<file path="src/rtl/stim_gen_if.sv">
// Stimulus bus between stim_gen and the block it drives: a single registered pulse line.
interface stim_gen_if;
  logic stim_out;

  modport master (output stim_out);
  modport slave  (input  stim_out);
endinterface

</file>
<file path="src/rtl/stim_gen.sv">
// Free-running 1-bit stimulus generator: periodic, LFSR-random or burst pattern chosen at elaboration.
// Optional STIM_JITTER_EN adds 0..3 random extra low cycles to each period in periodic mode.
module stim_gen #(
  parameter int          MODE        = 0,
  parameter int          PERIOD      = 4,
  parameter int          WIDTH       = 1,
  parameter int          START_DELAY = 2,
  parameter logic [15:0] LFSR_SEED   = 16'hACE1,
  parameter int          THRESH      = 64,
  parameter int          BURST_LEN   = 3,
  parameter int          BURST_GAP   = 8
) (
  input  logic       clk,
  input  logic       rst,
  stim_gen_if.master bus
);

  if (MODE < 0 || MODE > 2) begin : g_bad_mode
    $error("stim_gen: MODE must be 0, 1 or 2");
  end
  if (PERIOD < 2 || PERIOD > 65535) begin : g_bad_period
    $error("stim_gen: PERIOD must be 2..65535");
  end
  if (WIDTH < 1 || WIDTH > PERIOD - 1) begin : g_bad_width
    $error("stim_gen: WIDTH must be 1..PERIOD-1");
  end
  if (START_DELAY < 0 || START_DELAY > 65535) begin : g_bad_delay
    $error("stim_gen: START_DELAY must be 0..65535");
  end
  if (THRESH < 0 || THRESH > 256) begin : g_bad_thresh
    $error("stim_gen: THRESH must be 0..256");
  end
  if (BURST_LEN < 1 || BURST_GAP < 1 || 2 * BURST_LEN + BURST_GAP > 65535) begin : g_bad_burst
    $error("stim_gen: BURST_LEN/BURST_GAP out of range");
  end

`ifdef STIM_JITTER_EN
  // One extra bit so PERIOD plus up to 3 jitter cycles never wraps the phase counter.
  localparam int CW = 17;
`else
  localparam int CW = 16;
`endif

  localparam logic [15:0]   SEED      = (LFSR_SEED == 16'h0000) ? 16'h0001 : LFSR_SEED;
  localparam logic [15:0]   DELAY_W   = 16'(START_DELAY);
  localparam logic [CW-1:0] PER_W     = CW'(PERIOD);
  localparam logic [CW-1:0] WID_W     = CW'(WIDTH);
  localparam logic [CW-1:0] BLEN2_W   = CW'(2 * BURST_LEN);
  localparam logic [CW-1:0] BLAST_W   = CW'(2 * BURST_LEN + BURST_GAP - 1);
  localparam logic [8:0]    THR_W     = 9'(THRESH);
  localparam logic [CW-1:0] ONE_W     = CW'(1);

  typedef enum logic {
    ST_DELAY,
    ST_RUN
  } state_t;

  state_t        state_reg = ST_DELAY;
  state_t        state_next;
  logic [15:0]   delay_reg = '0;
  logic [15:0]   delay_next;
  logic [CW-1:0] phase_reg = '0;
  logic [CW-1:0] phase_next;
  logic [15:0]   lfsr_reg  = SEED;
  logic [15:0]   lfsr_next;
  logic          out_reg   = 1'b0;
  logic          out_next;
  logic          run_edge;
  logic [CW-1:0] cur_len;
`ifdef STIM_JITTER_EN
  logic [CW-1:0] len_reg   = CW'(PERIOD);
  logic [CW-1:0] len_next;
`endif

  // Galois form of x^16+x^14+x^13+x^11+1.
  function automatic logic [15:0] lfsr_step(input logic [15:0] v);
    return (v >> 1) ^ (v[0] ? 16'hB400 : 16'h0000);
  endfunction

  always_comb begin
    state_next = state_reg;
    delay_next = delay_reg;
    phase_next = phase_reg;
    lfsr_next  = lfsr_reg;
    out_next   = 1'b0;
    run_edge   = 1'b0;
    cur_len    = PER_W;
`ifdef STIM_JITTER_EN
    len_next   = len_reg;
`endif

    // The edge on which the delay count reaches START_DELAY is already pattern cycle 0.
    case (state_reg)
      ST_DELAY: begin
        if (delay_reg == DELAY_W) begin
          state_next = ST_RUN;
          run_edge   = 1'b1;
        end else begin
          delay_next = delay_reg + 16'd1;
        end
      end
      ST_RUN:   run_edge = 1'b1;
      default:  state_next = ST_DELAY;
    endcase

    if (run_edge) begin
      if (MODE == 0) begin
`ifdef STIM_JITTER_EN
        if (phase_reg == '0) begin
          cur_len   = PER_W + CW'(lfsr_reg[1:0]);
          len_next  = cur_len;
          lfsr_next = lfsr_step(lfsr_reg);
        end else begin
          cur_len   = len_reg;
        end
`endif
        out_next   = (phase_reg < WID_W);
        phase_next = (phase_reg == cur_len - ONE_W) ? '0 : phase_reg + ONE_W;
      end else if (MODE == 1) begin
        lfsr_next = lfsr_step(lfsr_reg);
        out_next  = ({1'b0, lfsr_next[7:0]} < THR_W);
      end else begin
        // Even phases inside the burst are high, odd phases and the gap are low.
        out_next   = (phase_reg < BLEN2_W) && !phase_reg[0];
        phase_next = (phase_reg == BLAST_W) ? '0 : phase_reg + ONE_W;
      end
    end
  end

  always_ff @(posedge clk or negedge rst) begin
    if (!rst) begin
      state_reg <= ST_DELAY;
      delay_reg <= '0;
      phase_reg <= '0;
      lfsr_reg  <= SEED;
      out_reg   <= 1'b0;
`ifdef STIM_JITTER_EN
      len_reg   <= PER_W;
`endif
    end else begin
      state_reg <= state_next;
      delay_reg <= delay_next;
      phase_reg <= phase_next;
      lfsr_reg  <= lfsr_next;
      out_reg   <= out_next;
`ifdef STIM_JITTER_EN
      len_reg   <= len_next;
`endif
    end
  end

  assign bus.stim_out = out_reg;

endmodule

</file>
<file path="src/flat_wrapper.sv">
// flat-port wrapper written by rule: the top's interface ports become plain ports
module stim_gen_flat 
#(
  parameter int          MODE        = 0,
  parameter int          PERIOD      = 4,
  parameter int          WIDTH       = 1,
  parameter int          START_DELAY = 2,
  parameter logic [15:0] LFSR_SEED   = 16'hACE1,
  parameter int          THRESH      = 64,
  parameter int          BURST_LEN   = 3,
  parameter int          BURST_GAP   = 8
)
  (clk, rst, bus_stim_out);
  stim_gen_if bus_i ();
  input  logic clk;
  input  logic rst;
  output wire logic [$bits(bus_i.stim_out)-1:0] bus_stim_out;
  assign bus_stim_out = bus_i.stim_out;
  stim_gen #(.MODE(MODE), .PERIOD(PERIOD), .WIDTH(WIDTH), .START_DELAY(START_DELAY), .LFSR_SEED(LFSR_SEED), .THRESH(THRESH), .BURST_LEN(BURST_LEN), .BURST_GAP(BURST_GAP)) u_core (.clk(clk), .rst(rst), .bus(bus_i));
endmodule
</file>
<file path="config.mk">
export PLATFORM = sky130hd
export DESIGN_NAME = stim_gen_flat
export DESIGN_NICKNAME = d
export VERILOG_FILES = /design/src/rtl/stim_gen_if.sv /design/src/rtl/stim_gen.sv /design/src/flat_wrapper.sv
export SDC_FILE = /design/constraint.sdc
export NUM_CORES = 1
export LEC_CHECK = 0
export CAP_MARGIN = 20
export CORE_AREA = 2 2 67 69
export DETAILED_ROUTE_END_ITERATION = 6
export DIE_AREA = 0 0 69 71
export PLACE_DENSITY = 0.5
export SLEW_MARGIN = 20
export SYNTH_ARGS = -nofsm -noshare
export SYNTH_HDL_FRONTEND = slang
export SYNTH_SLANG_ARGS = --single-unit
</file>
<file path="constraint.sdc">
create_clock -name clk -period 2.55 [get_ports clk]
set_input_delay 0.51 -clock clk [delete_from_list [all_inputs] [get_ports clk]]
set_output_delay 0.51 -clock clk [all_outputs]
set_load 0.01 [all_outputs]
</file>
### Yosys cells after proc, flatten, opt, wreduce, memory -nomap -nowiden

Index checks and enable logic that the tools add are counted.

| word-level totals | value |
|---|---|
| register bits | 34 |
| input bits | 2 |
| output and inout bits | 1 |

| operators by class | value |
|---|---|
| $add $sub $neg | 2 |
| $lt $le $gt $ge | 1 |
| equal/unequal tests | 2 |
| muxes and demuxes | 5 |
| bitwise gates (word level) | 2 |
| reductions and logical operators | 1 |

Operators by type and width:

| cell | number |
|---|---|
| 16-bit by 1-bit adder with 16-bit output (second input constant) | 2 |
| 16-bit by 2-bit equality test with 1-bit output (second input constant) | 2 |
| 16-bit by 1-bit < comparator with 1-bit output (second input constant) | 1 |
| 16-bit two-way mux | 1 |
| 1-bit two-way mux | 3 |
| 1-bit NOT | 2 |
| 1-bit one-hot mux with 2 select lines | 1 |
| 2-bit AND reduction | 1 |

### Logic depth before layout (Yosys ltp)

| depth | value |
|---|---|
| word-level depth | 4 |
| mapped depth | 9 |
| mapped depth without buffers | 8 |

### Least setup slack after synthesis

No wires, ideal clock.

| path | value |
|---|---|
| path type | reg-to-reg |
| start | register u_core.delay_reg[0] |
| end | register u_core.delay_reg[10] |
| setup time | 0.123 ns |
| data arrival time | 1.646 ns |
| required time | 2.427 ns |
| slack | 0.781 ns |
| cell stages (with the launch flop) | 9 |
| path buffers | 1 |
| cell sequence | dfrtp_1 > inv_1 > ha_1 > nor4b_2 > a41oi_2 > and3_1 > buf_2 > nand4_1 > xnor2_1 |

| between the ends | value |
|---|---|
| longest elaborated chain between the ends | 3 |

Ends and longest elaborated chain:

| item | line | RTL |
|---|---|---|
| start, declared | stim_gen.sv:60 | `logic [15:0] delay_reg = '0;` |
| start signal, assigned | stim_gen.sv:142 | `delay_reg <= delay_next;` |
| parallel branches: the longest is 3 deep, another holds 16-bit by 1-bit adder with 16-bit output | - |  |

Parallel ways; which one is timed is not known.
A chain may end at the register's enable or synchronous reset.

### Worst setup path in the final report

| path | value |
|---|---|
| start | register u_core.delay_reg[0] |
| end | register u_core.phase_reg[6] |

| between the ends | value |
|---|---|
| longest elaborated chain between the ends | 3 |

Ends and longest elaborated chain:

| item | line | RTL |
|---|---|---|
| 16-bit by 2-bit equality test with 1-bit output | stim_gen.sv:95 | `if (delay_reg == DELAY_W) begin` |
| 1-bit two-way mux | stim_gen.sv:95 |  |
| 1-bit one-hot mux with 2 select lines | stim_gen.sv:93 | `case (state_reg)` |
| end signal, assigned | stim_gen.sv:143 | `phase_reg <= phase_next;` |
| end, declared | stim_gen.sv:62 | `logic [CW-1:0] phase_reg = '0;` |

Every way passes these cells.

==> impl_metrics.tcl <==
set metrics [dict create \
    hold_viol_final 0 \
    drt-total-wl_um 3040 \
    area_growth_pct 11.0 \
    insertion_delay_ps 290 \
    antenna_found_initial 0 \
    rows 24 \
    cts.clk_slew.worst_paths_ps 70 \
    fmax_ghz 0.470 \
    cts_resized 0 \
    async_flop_share_pct 100 \
    fp.dieW_um 69 \
    fin_setup_tns_ps 0 \
    worst-path-buf-inv 2 \
    clk_path_buf_depth 2 \
    first_pass_iters 4 \
    path_cells "inv_1 -> ha_1 -> nor4b_2 -> a41oi_2 -> inv_2 -> nand2_2 -> or3_1 -> nand3_1" \
    synth_edf_count 0 \
    postCtsSetupBuffers 0 \
    synth-main-ff-cell "dfrtp_1" \
    setup_viol 0 \
    nets 167 \
    crit_required_ps 2780 \
    multi_input_area_um2 749 \
    grt_pass1_wl_um 5710 \
    seq_area_um2 851 \
    ys_types 32 \
    syn_inst 152 \
    path_class "reg -> reg" \
    layout_min_cycle_time_ps 2130 \
    dpl.cell_count 206 \
    avgSynthCellArea_um2 10.7 \
    setup_slack_ps 421 \
    maxCapViolations 0 \
    cp_slowest_cell "dfrtp_1" \
    period_share_pct 83.5 \
    p_leak_nw 0.846 \
    routedWlPerCell_um 14.2 \
    skew_ps 9.25 \
    ys_warn_count 0 \
    power_density_nw_per_um2 534 \
    dpl_cell_area_um2 1720 \
    viasPerCell 5.36 \
    critical-path-max-stage-delay_ps 400 \
    reg2reg_slack_ps 420 \
    vias 1148 \
    die_area_um2 4900 \
    gp_congestion 0.866 \
    worstReg2RegEnd "u_core.phase_reg[6]$_DFFE_PN0N_" \
    grt_max_degree 35 \
    yosysTopAreaCell "dfrtp_1" \
    cp-start-kind "register" \
    seq_area_frac_synth_pct 52.3 \
    h-tree-depth 2 \
    critPathLaunch "u_core.delay_reg[0]$_DFFE_PN0P_" \
    hold_class "reg -> reg" \
    fin_cells 214 \
    io_buffers 2 \
    slew_headroom_pct 64.5 \
    cp.depth 8 \
    cts_tree "done" \
    status "finished clean" \
    syn_area_um2 1630 \
    synth_top_area_share_pct 52.3 \
    first_global_vias 1199 \
    die_h_um 71 \
    tightest_slew_ps 533 \
    cp_max_fo 16 \
    drive_gt1_share_pct 9.88 \
    syn_nets 158 \
    final_area_um2 1810 \
    endpoint "u_core.phase_reg[6]$_DFFE_PN0N_" \
    crit_family "simple AND/OR/NAND/NOR gates" \
    final_common_cell "dfrtp_1" \
    total_power_w 0.000965 \
    peakVddDrop_v 0.000273 \
    final_cell_mix "dfrtp_1 (34), nand2_1 (20), xnor2_1 (20)" \
    cts_buffers 5 \
    core-area_um2 4200 \
    drv_slew 0 \
    root_buffer "clkbuf_8" \
    holdBufCountCts 0 \
    rsz0062_at_grt "false" \
    antenna_cells 0 \
    drt-initial-drc-count 31 \
    drc 0 \
    cts_num_sinks 34 \
    dp.final_hpwl_um 2080 \
    synth_area_leaders "dfrtp_1 (52%), xnor2_1 (11%), nand2_1 (4.6%), nand3_1 (4.0%), and3_1 (3.1%)" \
    nFillCells 409 \
    detail-route-antenna-nets 0 \
    ios 3 \
    place_ws_ps 452 \
    grtUsageTotal_pct 14.7 \
    reg2reg_depth 8 \
    r2r-start "u_core.delay_reg[0]$_DFFE_PN0P_" \
    start_util_pct 38.7 \
    end_kind "register" \
    worstPathArrival_ps 2350 \
    ys_ff_latch 34 \
    grt-ovfl-total 0 \
]
-- cell families after synthesis --
logic type	count (synthesis)	share of synthesized area, %
compound gates	14	5.76
xor+xnor	23	12.4
fa+ha+maj	4	3.07
buf+inv	6	1.69
flops	34	52.3
simple gates	71	24.8
-- cells in the mapped netlist, types with 2 or more instances --
| master | number |
|---|---|
| nor2_1 | 2 |
| o21ai_1 | 2 |
| xnor2_1 | 20 |
| or4_1 | 3 |
| inv_1 | 3 |
| ha_1 | 4 |
| nand3_1 | 13 |
| nand4_1 | 7 |
| nand2_1 | 20 |
| nor4_1 | 3 |
| xor2_1 | 3 |
| and4_1 | 3 |
| and3_1 | 8 |
| dfrtp_1 | 34 |
| nor3_1 | 5 |
| o21ai_0 | 5 |
| o31ai_1 | 2 |
-- per-stage QoR --
stage	util [%]	hold WS (ps)
detailed placement	40.8	472
global placement	40.8	472
global route	43.0	524
finish	43.0	480
floorplan	-	214
CTS	43.0	486
-- metal layers --
metal | vias up | part of all wire, % | routed length (um) | GRT usage, %
met3 | 6 | 2.7 | 83 | 4.42
met5 | - | 0 | 0 | 0
met1 | 568 | 48 | 1450 | 18.2
met4 | 0 | 2.0 | 61 | 5.88
met2 | 11 | 48 | 1450 | 24.3
li1 | 563 | - | - | -
-- report_power, final --
| part | switching, W | internal [W] | total, W |
|---|---|---|---|
| Sequential | 0 | 0.000539 | 0.000539 |
| Clock | 0.000196 | 0.000218 | 0.000413 |
| Combinational | 0.0000105 | 0.00000233 | 0.0000129 |
| Total | 0.000206 | 0.000759 | 0.000965 |
-- how the worst min path moves through the flow --
stage / slack, ps / start / endpoint / cells past startpoint
2_1_floorplan: 210 / rst / u_core.bus.stim_out$_DFF_PN0_ / 0
3_3_place_gp: 470 / u_core.delay_reg[15]$_DFFE_PN0P_ / u_core.delay_reg[15]$_DFFE_PN0P_ / 1
3_5_place_dp: 470 / u_core.delay_reg[15]$_DFFE_PN0P_ / u_core.delay_reg[15]$_DFFE_PN0P_ / 1
4_1_cts: 490 / u_core.delay_reg[15]$_DFFE_PN0P_ / u_core.delay_reg[15]$_DFFE_PN0P_ / 1
5_1_grt: 520 / u_core.phase_reg[15]$_DFFE_PN0N_ / u_core.phase_reg[15]$_DFFE_PN0N_ / 1
6_report: 480 / u_core.delay_reg[15]$_DFFE_PN0P_ / u_core.delay_reg[15]$_DFFE_PN0P_ / 1
-- final cells by class --
type                       count  area share [%]
clock buffer                   7            4.78
clock inverter                 1           0.277
inverter                       4           0.831
multi-input combinational    112            41.5
sequential                    34            47.1
tap                           52            3.60
timing repair buffer           4            1.94
No activity file was read; power rests on OpenSTA's default activity.
